## src/rtl/lcisc_context_writeback_if.sv

```systemverilog
// Bundle between the last execution stage, the storage write port and the retire
// notification of lcisc_context_writeback.
interface lcisc_context_writeback_if #(
    parameter int THREAD_WORDS = 8,
    parameter int DATA_WORDS   = 8,
    parameter int SHARED_WORDS = 4,
    parameter int ID_W         = 2,
    parameter int DADDR_W      = 4
);
    localparam int BASE_W = (ID_W > DADDR_W) ? ID_W : DADDR_W;

    logic                      in_valid;
    logic                      in_ready;
    logic                      in_active;
    logic [ID_W-1:0]           in_id;
    logic [DADDR_W-1:0]        in_daddr;
    logic [32*THREAD_WORDS-1:0] in_thread;
    logic [32*SHARED_WORDS-1:0] in_shared;
    logic [32*DATA_WORDS-1:0]  in_data;

    logic                      wr_en;
    logic [1:0]                wr_sel;
    logic [BASE_W-1:0]         wr_base;
    logic [7:0]                wr_idx;
    logic [31:0]               wr_data;
    logic                      wr_ready;

    logic                      done;
    logic [ID_W-1:0]           done_id;

    modport slave (
        input  in_valid, in_active, in_id, in_daddr, in_thread, in_shared, in_data, wr_ready,
        output in_ready, wr_en, wr_sel, wr_base, wr_idx, wr_data, done, done_id
    );

    modport master (
        output in_valid, in_active, in_id, in_daddr, in_thread, in_shared, in_data, wr_ready,
        input  in_ready, wr_en, wr_sel, wr_base, wr_idx, wr_data, done, done_id
    );
endinterface

```

## src/rtl/lcisc_context_writeback.sv

```systemverilog
// Retirement writeback for the LCISC pipeline: captures one pass and streams its thread,
// data and (optionally) shared words to storage as one u32 beat per cycle.
module lcisc_context_writeback #(
    parameter int THREAD_WORDS = 8,
    parameter int DATA_WORDS   = 8,
    parameter int SHARED_WORDS = 4,
    parameter int ID_W         = 2,
    parameter int DADDR_W      = 4,
    parameter int SHARED_WB    = 1
) (
    input logic                      clk,
    input logic                      reset,
    lcisc_context_writeback_if.slave bus
);
    localparam int BASE_W = (ID_W > DADDR_W) ? ID_W : DADDR_W;
    localparam logic [7:0] THREAD_LAST = 8'(THREAD_WORDS - 1);
    localparam logic [7:0] DATA_LAST   = 8'(DATA_WORDS - 1);
    localparam logic [7:0] SHARED_LAST = 8'(SHARED_WORDS - 1);

    // The word index is an 8-bit counter and every phase must hold at least one word.
    if (THREAD_WORDS < 1 || THREAD_WORDS > 255) begin : g_bad_thread_words
        $error("THREAD_WORDS must lie in 1..255");
    end
    if (DATA_WORDS < 1 || DATA_WORDS > 255) begin : g_bad_data_words
        $error("DATA_WORDS must lie in 1..255");
    end
    if (SHARED_WORDS < 1 || SHARED_WORDS > 255) begin : g_bad_shared_words
        $error("SHARED_WORDS must lie in 1..255");
    end

    typedef enum logic [2:0] {
        IDLE   = 3'd0,
        THREAD = 3'd1,
        DATA   = 3'd2,
        SHARED = 3'd3,
        DONE   = 3'd4
    } state_t;

    state_t                     state_q, state_d;
    logic [7:0]                 idx_q, idx_d;
    logic [ID_W-1:0]            id_q;
    logic [DADDR_W-1:0]         daddr_q;
    logic [32*THREAD_WORDS-1:0] thread_q;
    logic [32*DATA_WORDS-1:0]   data_q;
    logic [32*SHARED_WORDS-1:0] shared_q;

    logic                       capture;
    logic [31:0]                threadWord;
    logic [31:0]                dataWord;
    logic [31:0]                sharedWord;

    assign capture = (state_q == IDLE) && bus.in_valid && bus.in_active;

    always_ff @(posedge clk) begin
        if (reset) begin
            state_q <= IDLE;
            idx_q   <= 8'd0;
        end else begin
            state_q <= state_d;
            idx_q   <= idx_d;
        end
    end

    // Pass fields are sampled only at accept; later input changes cannot reach storage.
    always_ff @(posedge clk) begin
        if (!reset && capture) begin
            id_q     <= bus.in_id;
            daddr_q  <= bus.in_daddr;
            thread_q <= bus.in_thread;
            data_q   <= bus.in_data;
            shared_q <= bus.in_shared;
        end
    end

    always_comb begin
        state_d = state_q;
        idx_d   = idx_q;
        case (state_q)
            IDLE: begin
                if (capture) begin
                    state_d = THREAD;
                    idx_d   = 8'd0;
                end
            end
            THREAD: begin
                if (bus.wr_ready) begin
                    if (idx_q == THREAD_LAST) begin
                        state_d = DATA;
                        idx_d   = 8'd0;
                    end else begin
                        idx_d = idx_q + 8'd1;
                    end
                end
            end
            DATA: begin
                if (bus.wr_ready) begin
                    if (idx_q == DATA_LAST) begin
                        state_d = (SHARED_WB != 0) ? SHARED : DONE;
                        idx_d   = 8'd0;
                    end else begin
                        idx_d = idx_q + 8'd1;
                    end
                end
            end
            SHARED: begin
                if (bus.wr_ready) begin
                    if (idx_q == SHARED_LAST) begin
                        state_d = DONE;
                        idx_d   = 8'd0;
                    end else begin
                        idx_d = idx_q + 8'd1;
                    end
                end
            end
            DONE: begin
                state_d = IDLE;
                idx_d   = 8'd0;
            end
            default: begin
                state_d = IDLE;
                idx_d   = 8'd0;
            end
        endcase
    end

    // Word selection per register; idx never exceeds the phase's last word.
    always_comb begin
        threadWord = 32'd0;
        dataWord   = 32'd0;
        sharedWord = 32'd0;
        for (int i = 0; i < THREAD_WORDS; i++) begin
            if (idx_q == 8'(i)) threadWord = thread_q[32*i +: 32];
        end
        for (int i = 0; i < DATA_WORDS; i++) begin
            if (idx_q == 8'(i)) dataWord = data_q[32*i +: 32];
        end
        for (int i = 0; i < SHARED_WORDS; i++) begin
            if (idx_q == 8'(i)) sharedWord = shared_q[32*i +: 32];
        end
    end

    // Outputs decode from registered state only, so they hold while storage stalls.
    always_comb begin
        bus.in_ready = (state_q == IDLE);
        bus.wr_en    = 1'b0;
        bus.wr_sel   = 2'd0;
        bus.wr_base  = '0;
        bus.wr_idx   = 8'd0;
        bus.wr_data  = 32'd0;
        bus.done     = 1'b0;
        bus.done_id  = '0;
        case (state_q)
            THREAD: begin
                bus.wr_en   = 1'b1;
                bus.wr_sel  = 2'd0;
                bus.wr_base = BASE_W'(id_q);
                bus.wr_idx  = idx_q;
                bus.wr_data = threadWord;
            end
            DATA: begin
                bus.wr_en   = 1'b1;
                bus.wr_sel  = 2'd1;
                bus.wr_base = BASE_W'(daddr_q);
                bus.wr_idx  = idx_q;
                bus.wr_data = dataWord;
            end
            SHARED: begin
                bus.wr_en   = 1'b1;
                bus.wr_sel  = 2'd2;
                bus.wr_idx  = idx_q;
                bus.wr_data = sharedWord;
            end
            DONE: begin
                bus.done    = 1'b1;
                bus.done_id = id_q;
            end
            default: begin
                bus.wr_en = 1'b0;
            end
        endcase
    end
endmodule
```

## src/flat_wrapper.sv

```systemverilog
// flat-port wrapper written by rule: the top's interface ports become plain ports
module lcisc_context_writeback_flat 
#(
    parameter int THREAD_WORDS = 8,
    parameter int DATA_WORDS   = 8,
    parameter int SHARED_WORDS = 4,
    parameter int ID_W         = 2,
    parameter int DADDR_W      = 4,
    parameter int SHARED_WB    = 1
)
  (clk, reset, bus_in_valid, bus_in_active, bus_in_id, bus_in_daddr, bus_in_thread, bus_in_shared, bus_in_data, bus_wr_ready, bus_in_ready, bus_wr_en, bus_wr_sel, bus_wr_base, bus_wr_idx, bus_wr_data, bus_done, bus_done_id);
  lcisc_context_writeback_if #(.THREAD_WORDS(THREAD_WORDS), .DATA_WORDS(DATA_WORDS), .SHARED_WORDS(SHARED_WORDS), .ID_W(ID_W), .DADDR_W(DADDR_W)) bus_i ();
  input logic clk;
  input logic reset;
  input wire logic [$bits(bus_i.in_valid)-1:0] bus_in_valid;
  input wire logic [$bits(bus_i.in_active)-1:0] bus_in_active;
  input wire logic [$bits(bus_i.in_id)-1:0] bus_in_id;
  input wire logic [$bits(bus_i.in_daddr)-1:0] bus_in_daddr;
  input wire logic [$bits(bus_i.in_thread)-1:0] bus_in_thread;
  input wire logic [$bits(bus_i.in_shared)-1:0] bus_in_shared;
  input wire logic [$bits(bus_i.in_data)-1:0] bus_in_data;
  input wire logic [$bits(bus_i.wr_ready)-1:0] bus_wr_ready;
  output wire logic [$bits(bus_i.in_ready)-1:0] bus_in_ready;
  output wire logic [$bits(bus_i.wr_en)-1:0] bus_wr_en;
  output wire logic [$bits(bus_i.wr_sel)-1:0] bus_wr_sel;
  output wire logic [$bits(bus_i.wr_base)-1:0] bus_wr_base;
  output wire logic [$bits(bus_i.wr_idx)-1:0] bus_wr_idx;
  output wire logic [$bits(bus_i.wr_data)-1:0] bus_wr_data;
  output wire logic [$bits(bus_i.done)-1:0] bus_done;
  output wire logic [$bits(bus_i.done_id)-1:0] bus_done_id;
  assign bus_i.in_valid = bus_in_valid;
  assign bus_i.in_active = bus_in_active;
  assign bus_i.in_id = bus_in_id;
  assign bus_i.in_daddr = bus_in_daddr;
  assign bus_i.in_thread = bus_in_thread;
  assign bus_i.in_shared = bus_in_shared;
  assign bus_i.in_data = bus_in_data;
  assign bus_i.wr_ready = bus_wr_ready;
  assign bus_in_ready = bus_i.in_ready;
  assign bus_wr_en = bus_i.wr_en;
  assign bus_wr_sel = bus_i.wr_sel;
  assign bus_wr_base = bus_i.wr_base;
  assign bus_wr_idx = bus_i.wr_idx;
  assign bus_wr_data = bus_i.wr_data;
  assign bus_done = bus_i.done;
  assign bus_done_id = bus_i.done_id;
  lcisc_context_writeback #(.THREAD_WORDS(THREAD_WORDS), .DATA_WORDS(DATA_WORDS), .SHARED_WORDS(SHARED_WORDS), .ID_W(ID_W), .DADDR_W(DADDR_W), .SHARED_WB(SHARED_WB)) u_core (.clk(clk), .reset(reset), .bus(bus_i));
endmodule
```

## config.mk

```make
export PLATFORM = sky130hd
export DESIGN_NAME = lcisc_context_writeback_flat
export DESIGN_NICKNAME = d
export VERILOG_FILES = /design/src/rtl/lcisc_context_writeback_if.sv /design/src/rtl/lcisc_context_writeback.sv /design/src/flat_wrapper.sv
export SDC_FILE = /design/constraint.sdc
export NUM_CORES = 1
export LEC_CHECK = 0
export ABC_AREA = 0
export BUFFER_PORTS_ARGS = -buffer_cell sky130_fd_sc_hd__buf_2
export CAP_MARGIN = 10
export CORE_AREA = 3 3 272 274
export CTS_BUF_LIST = sky130_fd_sc_hd__clkbuf_4
export DETAILED_ROUTE_END_ITERATION = 12
export DIE_AREA = 0 0 275 277
export PLACE_DENSITY = 0.66
export SYNTH_ARGS = -nofsm -noshare
export SYNTH_HDL_FRONTEND = slang
export SYNTH_SLANG_ARGS = --single-unit
```

## constraint.sdc

```tcl
create_clock -name clk -period 76.8 [get_ports clk]
set_input_delay 15.36 -clock clk [delete_from_list [all_inputs] [get_ports clk]]
set_output_delay 15.36 -clock clk [all_outputs]
set_load 0.03 [all_outputs]
```

# Word level (Yosys, flattened, before mapping)
# Index checks and enable logic that the tools add are counted.
# totals
reg_bits	657
input_bits	651
out_inout_bits	51
wordCells	78
# classes
n_addsub	1
n_eq_ne	19
mux	41
n_reduce_logical	10
# op_table
op	count
$mux W32	20
$pmux W32 S3	1
$mux W8	6
$eq A8 B3 Y1 const B	4
$pmux W8 S3	1
$mux W3	7
$eq A8 B2 Y1 const B	2
$pmux W3 S4	1
$ne A2 B1 Y1 const B	5
$add A8 B1 Y8 const B	1
$eq A8 B1 Y1 const B	1
$logic_not A8 Y1	1
$pmux W4 S2	1
$reduce_and A7 Y1	1
$eq A3 B2 Y1 const B	2
$ne A2 B2 Y1 const B	3
$pmux W2 S2	1
$eq A3 B1 Y1 const B	1
$eq A3 B3 Y1 const B	1
$logic_and A1 B1 Y1	3
$logic_not A3 Y1	1
$reduce_and A3 Y1	1
$reduce_or A3 Y1	1
$mux W1	2
other kinds (3)	3

# Longest topological paths before layout
# logic_depth
word_depth	10
ltp_mapped	10
ltp_nobuf	7

# Least setup slack after synthesis
# Ideal clock, no wire load.
# synth_path
path_type	input to register
start	input bus_in_valid
end	register u_core.daddr_q[0], enable pin
setup_ns	2.591
arrival_ns	62.594
required_time_ns	74.209
path_slack_ns	11.614
path_stages	2
n_path_buf	0
path_cell_list	nor4bb_1 nor3b_1
# synth_via
elab_chain_cells	3
# synth_rtl
item	line	rtl
from (decl)	flat_wrapper.sv:15	input wire logic [$bits(bus_i.in_valid)-1:0] bus_in_valid;
$logic_and A1 B1 Y1 (2 in a row)	lcisc_context_writeback.sv:52	assign capture = (state_q == IDLE) && bus.in_valid && bus.in_active;
$logic_and A1 B1 Y1	lcisc_context_writeback.sv:66	if (!reset && capture) begin
to (signal assigned)	lcisc_context_writeback.sv:68	daddr_q <= bus.in_daddr;
to (decl)	lcisc_context_writeback.sv:42	logic [DADDR_W-1:0] daddr_q;
# Every way passes these cells.
# A chain may end at the register's enable or synchronous reset.

# Worst setup path in the final report
# layout_path
start	register u_core.idx_q[0]
end	output bus_wr_data[7]
# layout_via
elab_chain_cells	10
word_cells_on_any_way	29
classes_between	eq/ne (7); mux (21); reduce/logical (1)
# layout_rtl
item	line	rtl
from (decl)	lcisc_context_writeback.sv:40	logic [7:0] idx_q, idx_d;
from (signal assigned)	lcisc_context_writeback.sv:60	idx_q <= idx_d;
$logic_not A8 Y1	lcisc_context_writeback.sv:132, lcisc_context_writeback.sv:135, lcisc_context_writeback.sv:138	
$mux W32, on equally long branches (8 in a row)	lcisc_context_writeback.sv:135, lcisc_context_writeback.sv:132	
$pmux W32 S3 (*)	lcisc_context_writeback.sv:152	case (state_q)
to (decl)	flat_wrapper.sv:28	output wire logic [$bits(bus_i.wr_data)-1:0] bus_wr_data;
# Mark *: on every way between the ends. The rest lies on a longest branch, timed or not.

==> run_summary.xml <==
<?xml version="1.0" encoding="UTF-8"?>
<metrics>
  <group name="outcome">
    <metric name="status" unit="">complete, no violations</metric>
  </group>
  <group name="clocking">
    <metric name="cts-root-buf" unit="">sky130_fd_sc_hd__clkbuf_4</metric>
    <metric name="ctsHoldBuffers" unit="">0</metric>
    <metric name="clk_latency" unit="ns">1.03</metric>
    <metric name="post_cts_resize_count" unit="">0</metric>
    <metric name="cts.path.max_buffers" unit="">3</metric>
    <metric name="clock_sinks" unit="">657</metric>
    <metric name="tritoncts" unit="">done</metric>
    <metric name="cts_inserted_buffers" unit="">169</metric>
    <metric name="cts_setup_buffers" unit="">0</metric>
    <metric name="clkSlewWorstSetupHoldPaths" unit="ns">0.06</metric>
    <metric name="ctsHtreeMaxLevel" unit="">4</metric>
  </group>
  <group name="power_and_ir_drop">
    <metric name="power.net_switching" unit="W">0.000201</metric>
    <metric name="irDropWorstVdd" unit="V">0.0000175</metric>
    <metric name="internal-power" unit="W">0.000587</metric>
    <metric name="power.leakage" unit="nW">11.7</metric>
    <metric name="p_per_area" unit="nW/um^2">24.5</metric>
    <metric name="clockPowerShare" unit="">0.385</metric>
    <metric name="power_frac_comb" unit="">0.092</metric>
    <metric name="power_frac_seq" unit="">0.522</metric>
    <metric name="power_switching_share" unit="">0.255</metric>
  </group>
  <group name="setup_path">
    <metric name="r2r_start" unit="">u_core.state_q[0]$_SDFFE_PP0P_</metric>
    <metric name="worst_setup_path_start_kind" unit="">flop</metric>
    <metric name="endpoint" unit="">bus_wr_data[7]</metric>
    <metric name="cp_slowest_stage_delay" unit="ns">1.00</metric>
    <metric name="worstPathMaxFanout" unit="">41</metric>
    <metric name="timing.critical_path.cells" unit="">inv_1 -&gt; ha_4 -&gt; clkinv_2 -&gt; a21oi_4 -&gt; o22ai_1 -&gt; o21ai_0 -&gt; nand4_1 -&gt; buf_2</metric>
    <metric name="end_of_the_worst_register_to_register_path" unit="">u_core.shared_q[83]$_DFFE_PP_</metric>
    <metric name="cp-end-kind" unit="">primary output</metric>
    <metric name="worstRegToRegCells" unit="">5</metric>
    <metric name="required" unit="ns">61.44</metric>
    <metric name="setup.worst_path.start" unit="">u_core.idx_q[0]$_SDFFE_PP0P_</metric>
    <metric name="crit_arrival" unit="ns">5.55</metric>
    <metric name="setup.reg_to_reg.worst_slack" unit="ns">72.05</metric>
    <metric name="category_of_the_most_critical_setup_path" unit="">reg -&gt; out</metric>
    <metric name="worst_path_max_delay_cell" unit="">sky130_fd_sc_hd__a21oi_4</metric>
  </group>
  <group name="sta">
    <metric name="grt_setup_unrepaired" unit="">no</metric>
    <metric name="hold_viol" unit="">0</metric>
    <metric name="finalSetupViolations" unit="">0</metric>
    <metric name="worstMarginPinSlew" unit="ns">1.30</metric>
    <metric name="finalCriticalPeriod" unit="ns">20.91</metric>
    <metric name="slew_headroom" unit="">0.135</metric>
    <metric name="tns" unit="ns">0</metric>
    <metric name="skew" unit="ns">0.0571</metric>
    <metric name="report.final.slew_viol_count" unit="">0</metric>
    <metric name="fin_worst_hold_slack" unit="ns">0.517</metric>
    <metric name="final_min_period_over_clock_period" unit="">0.272</metric>
    <metric name="maxClockFrequency" unit="GHz">0.0478</metric>
  </group>
  <group name="run">
    <metric name="drv.max_cap_violation_count" unit="">0</metric>
  </group>
  <group name="logic_synthesis">
    <metric name="synth.top_cells.by_count" unit="">646 x sky130_fd_sc_hd__edfxtp_1, 95 x sky130_fd_sc_hd__nand2_1, 86 x sky130_fd_sc_hd__a221oi_1</metric>
    <metric name="postSynthAreaPerCell" unit="sq um">15.8</metric>
    <metric name="syn_area" unit="sq um">25400</metric>
    <metric name="syn_nets" unit="">2264</metric>
    <metric name="postSynth.topFlopCell" unit="">sky130_fd_sc_hd__edfxtp_1</metric>
    <metric name="synth_top_cell_area_share" unit="">0.765</metric>
    <metric name="ys_top_cells_by_area" unit="">sky130_fd_sc_hd__edfxtp_1 76%, sky130_fd_sc_hd__a221oi_1 3.0%, sky130_fd_sc_hd__a21oi_1 1.6%</metric>
    <metric name="synthesis.yosys.warnings" unit="">0</metric>
    <metric name="yosysSeqAreaShare" unit="">0.773</metric>
    <metric name="synthesis.instances" unit="">1609</metric>
    <metric name="post-synth-top-count-cell" unit="">sky130_fd_sc_hd__edfxtp_1</metric>
    <metric name="synth-edff-count" unit="">646</metric>
    <metric name="post_synth_num_cell_types" unit="">68</metric>
    <metric name="postSynthRegisterBits" unit="">657</metric>
    <metric name="async_reset_ff_frac" unit="">0</metric>
    <metric name="synth_area_leader_cell" unit="">sky130_fd_sc_hd__edfxtp_1</metric>
  </group>
  <group name="grt">
    <metric name="grtUsageTotal" unit="">0.240</metric>
    <metric name="grt_max_degree" unit="">202</metric>
    <metric name="wire_length_of_the_first_global_routing_pass" unit="microns">132000</metric>
    <metric name="grt_antenna_before_repair" unit="">27</metric>
    <metric name="first_global_vias" unit="">19500</metric>
    <metric name="grt_overflow" unit="">0</metric>
  </group>
  <group name="cells_and_area">
    <metric name="finalCoreUtilization" unit="">0.449</metric>
    <metric name="final.fill_count" unit="">6547</metric>
    <metric name="fin_nets" unit="">3044</metric>
    <metric name="area_growth_syn_to_layout" unit="%">26.6</metric>
    <metric name="drive_above_1_share" unit="">0.410</metric>
    <metric name="sequential_cell_area" unit="sq um">19600</metric>
    <metric name="multi_input_area" unit="sq um">5270</metric>
  </group>
  <group name="drt">
    <metric name="drt_pre_antenna_iters" unit="">6</metric>
    <metric name="drtAntennaViolNets" unit="">0</metric>
    <metric name="wl" unit="microns">94800</metric>
    <metric name="routedWlPerCell" unit="microns">27.2</metric>
    <metric name="detail_route.drc_violations" unit="">0</metric>
    <metric name="detail_route.vias_per_cell" unit="">5.46</metric>
    <metric name="via_count" unit="">19000</metric>
    <metric name="drt-initial-drc-count" unit="">2107</metric>
  </group>
  <group name="die">
    <metric name="pin_count" unit="">702</metric>
    <metric name="die_height" unit="microns">277</metric>
    <metric name="die_width" unit="microns">275</metric>
    <metric name="die_area" unit="sq um">76200</metric>
    <metric name="start_util" unit="">0.354</metric>
    <metric name="std_cell_rows" unit="">98</metric>
    <metric name="std_cell_core_area" unit="sq um">71600</metric>
  </group>
  <group name="placement">
    <metric name="placement.io_buffers" unit="">701</metric>
    <metric name="gp_congestion" unit="">0.901</metric>
    <metric name="hpwl" unit="microns">67600</metric>
  </group>
  <group name="worst_hold_path">
    <metric name="holdCritPathClass" unit="">reg -&gt; reg</metric>
  </group>
</metrics>
## per-stage QoR
| stage | setup slack [ns] | area, sq um | power [W] | instances |
|---|---|---|---|---|
| 4_1_cts | 55.69 | 32100 | 0.000795 | 3465 |
| 2_1_floorplan | 11.61 | 25400 | 0.000473 | 1609 |
| 6_report | 55.89 | 32100 | 0.000787 | 3484 |
| 3_3_place_gp | 56.93 | 29900 | 0.000490 | 3168 |
| 3_5_place_dp | 56.91 | 29900 | 0.000491 | 3168 |
| 5_1_grt | 55.66 | 32100 | 0.000819 | 3478 |
## power by group through the flow
| stage | clock, W | sequential, W | combinational (W) |
|---|---|---|---|
| after floorplan | 0 | 0.000438 | 0.0000355 |
| after global routing | 0.000330 | 0.000412 | 0.0000778 |
| after CTS | 0.000311 | 0.000411 | 0.0000729 |
| after global placement | 0 | 0.000418 | 0.0000715 |
| after detailed placement | 0 | 0.000419 | 0.0000725 |
| final | 0.000303 | 0.000411 | 0.0000728 |
## cells in the final DEF (no fill, tap or decap), drive strengths merged, types with 12 or more instances in the layout
cell,count
nor3,25
o21ai,88
o31ai,16
diode,19
o22ai,57
o21a,24
a22oi,42
clkinv,44
clkbuf,244
o2111ai,12
a221o,19
a21oi,82
nor4,16
nor2,70
inv,16
edfxtp,646
nand2,95
o211ai,34
buf,733
nand4,13
a221oi,86
nand3,22
## cells by family after synthesis
kind of cell	Yosys count	share of synthesized area
multiplexers	1	0.000395
flip-flops	657	0.773
AND/OR/NAND/NOR	292	0.0576
AO/OA/AOI/OAI	516	0.143
adder cells (fa/ha/maj)	4	0.00197
XOR/XNOR	5	0.00173
buffers and inverters	134	0.0219
## metal layers
| layer | GRT usage | vias to the layer above | wire length (microns) |
|---|---|---|---|
| met5 | 0 | - | 140 |
| met4 | 0.106 | 22 | 3570 |
| met3 | 0.0671 | 212 | 9210 |
| met2 | 0.406 | 1247 | 47600 |
| met1 | 0.283 | 9299 | 34300 |
| li1 | - | 8255 | - |
## how the worst min path moves through the flow
stage,from,end,slack [ns],cells past startpoint
2_1_floorplan,u_core.idx_q[1]$_SDFFE_PP0P_,u_core.idx_q[1]$_SDFFE_PP0P_,0.47,2
3_3_place_gp,u_core.state_q[2]$_SDFFE_PP0P_,u_core.state_q[1]$_SDFFE_PP0P_,0.50,1
3_5_place_dp,u_core.state_q[2]$_SDFFE_PP0P_,u_core.state_q[1]$_SDFFE_PP0P_,0.51,1
4_1_cts,u_core.state_q[2]$_SDFFE_PP0P_,u_core.state_q[1]$_SDFFE_PP0P_,0.52,1
5_1_grt,u_core.state_q[2]$_SDFFE_PP0P_,u_core.state_q[1]$_SDFFE_PP0P_,0.53,1
6_report,u_core.state_q[2]$_SDFFE_PP0P_,u_core.state_q[1]$_SDFFE_PP0P_,0.52,1
## final cells by class
class                   count  area share
diodes                     19     0.00148
clock buffers             244      0.0570
clock inverters            53      0.0108
inverters                  10     0.00121
multi-input cells         818       0.164
flip-flops and latches    657       0.611
well taps                 950      0.0370
repair buffers            733       0.117
## critical path: cells and delay by family (launching register included)
family	cells	cell delay, ns
AOI/OAI and AO/OA	3	1.96
adders and majority gates	1	0.52
buffers and inverters	3	1.16
DFF	1	0.39
and+or+nand+nor	1	0.48
## state kept, by name, summed over array words and instances (netlist names)
signal / flops
u_core.data_q: 256
u_core.thread_q: 256
u_core.shared_q: 128
u_core.idx_q: 8
u_core.daddr_q: 4
u_core.state_q: 3
u_core.id_q: 2
Note: power is estimated with default switching activity, not from simulation.
